`src/rtl/ar9331_rx_link.sv`:
```
// Receive side of the AR9331 toggle-handshake link: strobe synchroniser,
// frame parser (header, 16-bit length, payload) and command FIFO writer.
module ar9331_rx_link #(
    parameter int unsigned SYNC_STAGES = 2,
    parameter logic [7:0]  HEADER      = 8'd54,
    parameter int unsigned TIMEOUT     = 65535
) (
    input  logic        clk,
    input  logic        rst_n,
    input  logic        strb_in,
    input  logic [7:0]  data_in,
    output logic        ack_out,
    input  logic        fifo_full,
    output logic        wr_en,
    output logic [7:0]  wr_data,
    output logic [15:0] len_out,
    output logic        frame_start,
    output logic        frame_done,
    output logic        frame_err,
    output logic        busy
);

    localparam int unsigned CNT_W    = 16;
    localparam int unsigned ARM_LAST = SYNC_STAGES + 1;
    localparam int unsigned ARM_W    = $clog2(SYNC_STAGES + 2);

    typedef enum logic [1:0] {
        ST_IDLE    = 2'd0,
        ST_LEN_H   = 2'd1,
        ST_LEN_L   = 2'd2,
        ST_PAYLOAD = 2'd3
    } state_t;

    state_t                 state_q, state_d;
    logic [SYNC_STAGES-1:0] sync_q;
    logic                   strb_prev_q, strb_prev_d;
    logic [ARM_W-1:0]       arm_q;
    logic [CNT_W-1:0]       byte_cnt_q, byte_cnt_d;
    logic [CNT_W-1:0]       tmo_q, tmo_d;
    logic                   ack_q, ack_d;
    logic                   wr_en_q, wr_en_d;
    logic [7:0]             wr_data_q, wr_data_d;
    logic [15:0]            len_q, len_d;
    logic                   start_q, start_d;
    logic                   done_q, done_d;
    logic                   err_q, err_d;
    logic                   busy_q, busy_d;

    logic strb_sync_c;
    logic armed_c;
    logic event_c;
    logic accept_c;

    assign strb_sync_c = sync_q[SYNC_STAGES-1];
    assign armed_c     = (arm_q == ARM_W'(ARM_LAST));
    assign event_c     = armed_c && (strb_sync_c != strb_prev_q);

    // Strobe synchroniser and post-reset arming counter
    always_ff @(posedge clk or negedge rst_n) begin
        if (!rst_n) begin
            sync_q <= '0;
            arm_q  <= '0;
        end else begin
            sync_q <= {sync_q[SYNC_STAGES-2:0], strb_in};
            if (!armed_c) begin
                arm_q <= arm_q + ARM_W'(1);
            end
        end
    end

    // Next-state and next-output logic for the frame parser
    always_comb begin
        state_d     = state_q;
        accept_c    = 1'b0;
        ack_d       = ack_q;
        wr_en_d     = 1'b0;
        wr_data_d   = wr_data_q;
        len_d       = len_q;
        start_d     = 1'b0;
        done_d      = 1'b0;
        err_d       = 1'b0;
        byte_cnt_d  = byte_cnt_q;
        tmo_d       = tmo_q;
        strb_prev_d = strb_prev_q;

        case (state_q)
            ST_IDLE: begin
                tmo_d = '0;
                if (event_c) begin
                    accept_c = 1'b1;
                    if (data_in == HEADER) begin
                        start_d = 1'b1;
                        state_d = ST_LEN_H;
                    end else begin
                        err_d = 1'b1;
                    end
                end
            end
            ST_LEN_H: begin
                if (event_c) begin
                    accept_c     = 1'b1;
                    len_d[15:8]  = data_in;
                    state_d      = ST_LEN_L;
                end
            end
            ST_LEN_L: begin
                if (event_c) begin
                    accept_c    = 1'b1;
                    len_d[7:0]  = data_in;
                    byte_cnt_d  = {len_q[15:8], data_in};
                    if ({len_q[15:8], data_in} == 16'd0) begin
                        done_d  = 1'b1;
                        state_d = ST_IDLE;
                    end else begin
                        state_d = ST_PAYLOAD;
                    end
                end
            end
            ST_PAYLOAD: begin
                if (event_c && !fifo_full) begin
                    accept_c   = 1'b1;
                    wr_en_d    = 1'b1;
                    wr_data_d  = data_in;
                    byte_cnt_d = byte_cnt_q - CNT_W'(1);
                    if (byte_cnt_q == CNT_W'(1)) begin
                        done_d  = 1'b1;
                        state_d = ST_IDLE;
                    end
                end
            end
            default: state_d = ST_IDLE;
        endcase

        // Inter-byte watchdog inside a frame; an accepted byte always wins
        if (state_q != ST_IDLE) begin
            if (accept_c) begin
                tmo_d = '0;
            end else if (tmo_q == CNT_W'(TIMEOUT - 1)) begin
                err_d   = 1'b1;
                state_d = ST_IDLE;
                tmo_d   = '0;
            end else begin
                tmo_d = tmo_q + CNT_W'(1);
            end
        end

        if (accept_c) begin
            ack_d = ~ack_q;
        end
        if (!armed_c || accept_c) begin
            strb_prev_d = strb_sync_c;
        end
        busy_d = (state_d != ST_IDLE);
    end

    // State and registered outputs
    always_ff @(posedge clk or negedge rst_n) begin
        if (!rst_n) begin
            state_q     <= ST_IDLE;
            strb_prev_q <= 1'b0;
            byte_cnt_q  <= '0;
            tmo_q       <= '0;
            ack_q       <= 1'b0;
            wr_en_q     <= 1'b0;
            wr_data_q   <= '0;
            len_q       <= '0;
            start_q     <= 1'b0;
            done_q      <= 1'b0;
            err_q       <= 1'b0;
            busy_q      <= 1'b0;
        end else begin
            state_q     <= state_d;
            strb_prev_q <= strb_prev_d;
            byte_cnt_q  <= byte_cnt_d;
            tmo_q       <= tmo_d;
            ack_q       <= ack_d;
            wr_en_q     <= wr_en_d;
            wr_data_q   <= wr_data_d;
            len_q       <= len_d;
            start_q     <= start_d;
            done_q      <= done_d;
            err_q       <= err_d;
            busy_q      <= busy_d;
        end
    end

    assign ack_out     = ack_q;
    assign wr_en       = wr_en_q;
    assign wr_data     = wr_data_q;
    assign len_out     = len_q;
    assign frame_start = start_q;
    assign frame_done  = done_q;
    assign frame_err   = err_q;
    assign busy        = busy_q;

endmodule

```
`config.mk`:
```
export PLATFORM = sky130hd
export DESIGN_NAME = ar9331_rx_link
export DESIGN_NICKNAME = d
export VERILOG_FILES = /design/src/rtl/ar9331_rx_link.sv
export SDC_FILE = /design/constraint.sdc
export NUM_CORES = 1
export LEC_CHECK = 0
export CAP_MARGIN = 30
export CORE_ASPECT_RATIO = 1.25
export CORE_MARGIN = 2
export CORE_UTILIZATION = 40
export DETAILED_ROUTE_END_ITERATION = 8
export GPL_ROUTABILITY_DRIVEN = 0
export PLACE_DENSITY = 0.65
export SLEW_MARGIN = 20
export SYNTH_ARGS = -nofsm -noshare
export SYNTH_HDL_FRONTEND = slang
export SYNTH_SLANG_ARGS = --single-unit
export TNS_END_PERCENT = 30
```
`constraint.sdc`:
```
create_clock -name clk -period 2.34 [get_ports clk]
set_input_delay 0.585 -clock clk [delete_from_list [all_inputs] [get_ports clk]]
set_output_delay 0.585 -clock clk [all_outputs]
set_load 0.02 [all_outputs]
```
==> impl_summary.log <==
[metrics] kind of start point of the critical path: register
[metrics] Total Routed Length: 7830 um
[metrics] post-synthesis register bit count: 69
[metrics] CP Buf/Inv Count: 1
[metrics] H-tree Lvls: 3
[metrics] Clk pwr share: 20.6%
[metrics] outcome: complete, no violations
[metrics] worst clock skew: 0.0156 ns
[metrics] DR WL/cell: 16.3 um
[metrics] initial antenna violation count: 0
[metrics] die area: 0.00909 sq mm
[metrics] Sink Count: 69
[metrics] number of global-route vias before repair: 2623
[metrics] total of warnings raised by yosys: 0
[metrics] iteration-0 DRC count of the detailed router: 234
[metrics] CP peak stage delay: 0.65 ns
[metrics] diode count: 0
[metrics] Int Pwr: 0.00268 W
[metrics] fraction of post-synthesis cell area in the top cell type by area: 51.8%
[metrics] number of nets still failing antenna checks after routing: 0
[metrics] final critical delay including setup and external delays: 2.03 ns
[metrics] hold-fix buffers at CTS: 0
[metrics] relative contribution of sequential cells to total power: 45.8%
[metrics] CP max-delay cell: clkdlybuf4s50_1
[metrics] number of iterations in the first detailed-routing pass: 4
[metrics] Placed Area: 0.00395 sq mm
[metrics] endpoint type of the worst setup path: output pin
[metrics] share of power burned in combinational logic: 33.6%
[metrics] HPWL after DPL: 5490 um
[metrics] count of different cell masters after synthesis: 50
[metrics] portion of the clock cycle consumed by the worst path in the final layout: 86.8%
[metrics] Leak: 1.68 nW
[metrics] Die Ht: 106 um
[metrics] area growth from synthesis to layout: 23.6%
[metrics] Post-Place Worst Slack: 0.0386 ns
[metrics] unrepaired setup endpoints after global routing: false
[metrics] cell breakdown of the critical path: clkdlybuf4s50_1
[metrics] Setup TNS Final: 0 ns
[metrics] Min-Delay Path Class: primary input to asynchronous set/reset pin
[metrics] total congestion overflow: 0
[metrics] worst endpoint data arrival time: 1.45 ns
[metrics] pin count of the biggest net entering global routing: 70
[metrics] Clk Latency, worst-skew pair: 0.35 ns
[metrics] CTS resizes: 0
[metrics] largest fanout of any net on the critical path: 4
[metrics] number of cells produced by synthesis: 321
[metrics] crit path setup slack, layout: 0.309 ns
[metrics] starting density of the core: 40.9%
[metrics] number of buffers created by CTS: 9
[metrics] NumNets Final: 395
[metrics] number of primary I/O pins: 42
[metrics] synthesized area divided by synthesized cell count: 10.4 sq um
[metrics] CTS Buffer Depth: 2
[metrics] overall fraction of global-route tracks in use: 18.5%
[metrics] Switching Power: 0.00155 W
[metrics] power density normalized to cell area: 1030 mW/mm^2
[metrics] proportion of layout cells with a drive suffix above 1: 16.4%
[metrics] row cnt: 37
[metrics] Synth area leader: dfrtp_1
[metrics] via total after detailed routing: 2693
[metrics] count of buffers inserted at the top-level ports: 41
[metrics] clock transition at the registers of the reported paths: 0.08 ns
[metrics] Largest delay share family, worst path: buffers and inverters
[metrics] Max Cap Violations: 0
[metrics] Req. time, crit path: 1.75 ns
[metrics] setup-violating endpoint count in the final report: 0
[metrics] post-CTS setup repair buffer count: 0
[metrics] Hold Worst Slack: 0.208 ns
[metrics] Synth area leaders: dfrtp_1 52%, mux2_2 6.1%, nand2_1 5.4%
[metrics] placeable core region: 0.00815 sq mm
[metrics] number of max-slew violations in the final report: 0
[metrics] average vias per placed instance: 5.61
[metrics] final number of hold-violating endpoints: 0
[metrics] Slew @ Worst Pin: 0.543 ns
[metrics] synthesized net count: 338
[metrics] worst setup path category: register to output pin
[metrics] Die X-Extent: 85.7 um
[metrics] largest vdd supply drop: 0.652 mV
[metrics] wire length of the first global-routing pass: 13100 um
[metrics] Residual DRC: 0
[metrics] total instance count after detailed placement: 464
[metrics] cell chosen for the clock root: clkbuf_8
[metrics] Peak Freq: 492 MHz
[metrics] Sw Share: 36.6%
[metrics] CTS tree: done
[metrics] Layout Cell Area excl Fill: 0.00412 sq mm
[metrics] relative slew slack: 63.8%
[metrics] final cell count without fillers: 480
[metrics] sequential element share of the synthesized area: 51.8%
[metrics] synthesized area: 0.00334 sq mm
-- cells in the final DEF (no fill, tap or decap), types with 8 or more instances in the layout --
cell,instances
xnor2_1,10
a21oi_1,19
clkdlybuf4s50_1,40
nor2_1,33
buf_4,16
o21ai_0,10
nor4_1,8
dfrtp_1,69
nand2_1,48
mux2_2,18
nand3_1,11
nand4_1,8
clkbuf_8,9
-- synth_stat cells (all sizes together) --
cell / n
a211o: 1
a21boi: 2
a21o: 2
a21oi: 19
a221o: 1
a22oi: 1
a2bb2oi: 2
a41oi: 3
and2: 3
and3: 2
and4: 2
buf: 7
clkbuf: 5
dfrtp: 69
ha: 5
inv: 4
mux2: 18
nand2: 49
nand2b: 3
nand3: 11
nand4: 9
nand4b: 5
nor2: 34
nor2b: 1
nor3: 6
nor3b: 1
nor4: 9
nor4b: 2
o2111ai: 1
o211ai: 2
o21ai: 10
o22a: 5
o22ai: 4
o2bb2ai: 1
o31a: 1
o31ai: 1
o32ai: 2
o41ai: 1
xnor2: 10
xor2: 7
-- power by group through the flow --
stage / combinational (W) / sequential, W / clock (W)
after detailed placement: 0.00143 / 0.00196 / 0
after floorplan: 0.000533 / 0.00212 / 0
after global routing: 0.00154 / 0.00199 / 0.000945
after global placement: 0.00141 / 0.00194 / 0
final: 0.00142 / 0.00194 / 0.000872
after CTS: 0.00143 / 0.00194 / 0.000897
-- flip-flops by register name, summed over array words and instances, names as in the netlist --
signal,count
byte_cnt_q,16
len_out,16
tmo_q,16
wr_data,8
arm_q,2
state_q,2
sync_q,2
ack_out,1
busy,1
frame_done,1
frame_err,1
frame_start,1
strb_prev_q,1
wr_en,1
-- stage by stage --
stage	power, W	utilization [%]
2_1_floorplan	0.00265	-
5_1_grt	0.00448	50.6
3_5_place_dp	0.00339	48.5
4_1_cts	0.00427	50.6
6_report	0.00423	50.6
3_3_place_gp	0.00335	48.5
-- logic make-up after synthesis --
| logic type | share of synthesized area (%) |
|---|---|
| AOI/OAI and AO/OA | 12.2 |
| adders and majority gates | 1.88 |
| buffers and inverters | 2.06 |
| DFF | 51.8 |
| muxes | 6.08 |
| and+or+nand+nor | 21.3 |
| xor gates and xnor gates | 4.69 |
-- final timing paths --
kind                                           start                          to  slack [ns]  cells after the start
hold reg to reg                  sync_q[0]$_DFF_PN0_         sync_q[1]$_DFF_PN0_        0.35                      0
hold / removal                                 rst_n     len_out[13]$_DFFE_PN0P_        0.21                      2
min in group clk                 sync_q[0]$_DFF_PN0_         sync_q[1]$_DFF_PN0_        0.35                      0
setup reg to reg           byte_cnt_q[0]$_DFFE_PN0P_  byte_cnt_q[14]$_DFFE_PN0P_        0.42                      8
max in group asynchronous                      rst_n     len_out[11]$_DFFE_PN0P_        1.78                      2
setup / recovery             len_out[11]$_DFFE_PN0P_                 len_out[11]        0.31                      1
-- final cells by class --
cell class	instances	area (sq um)
Multi-Input combinational cell	236	1540
Inverter	4	15.0
Sequential cell	69	1730
Tap cell	97	121
Clock buffer	9	124
Fill cell	740	4030
Timing Repair Buffer	58	546
Clock inverter	7	50.0
-- metal layers --
| layer | track usage [%] | vias to the layer above | wire length (um) |
|---|---|---|---|
| met5 | 0 | - | 0 |
| met4 | 8.73 | 0 | 231 |
| met3 | 3.57 | 17 | 380 |
| met2 | 30.0 | 73 | 3880 |
| met1 | 23.7 | 1328 | 3330 |
| li1 | - | 1275 | - |
No activity file was read; power rests on OpenSTA's default activity.
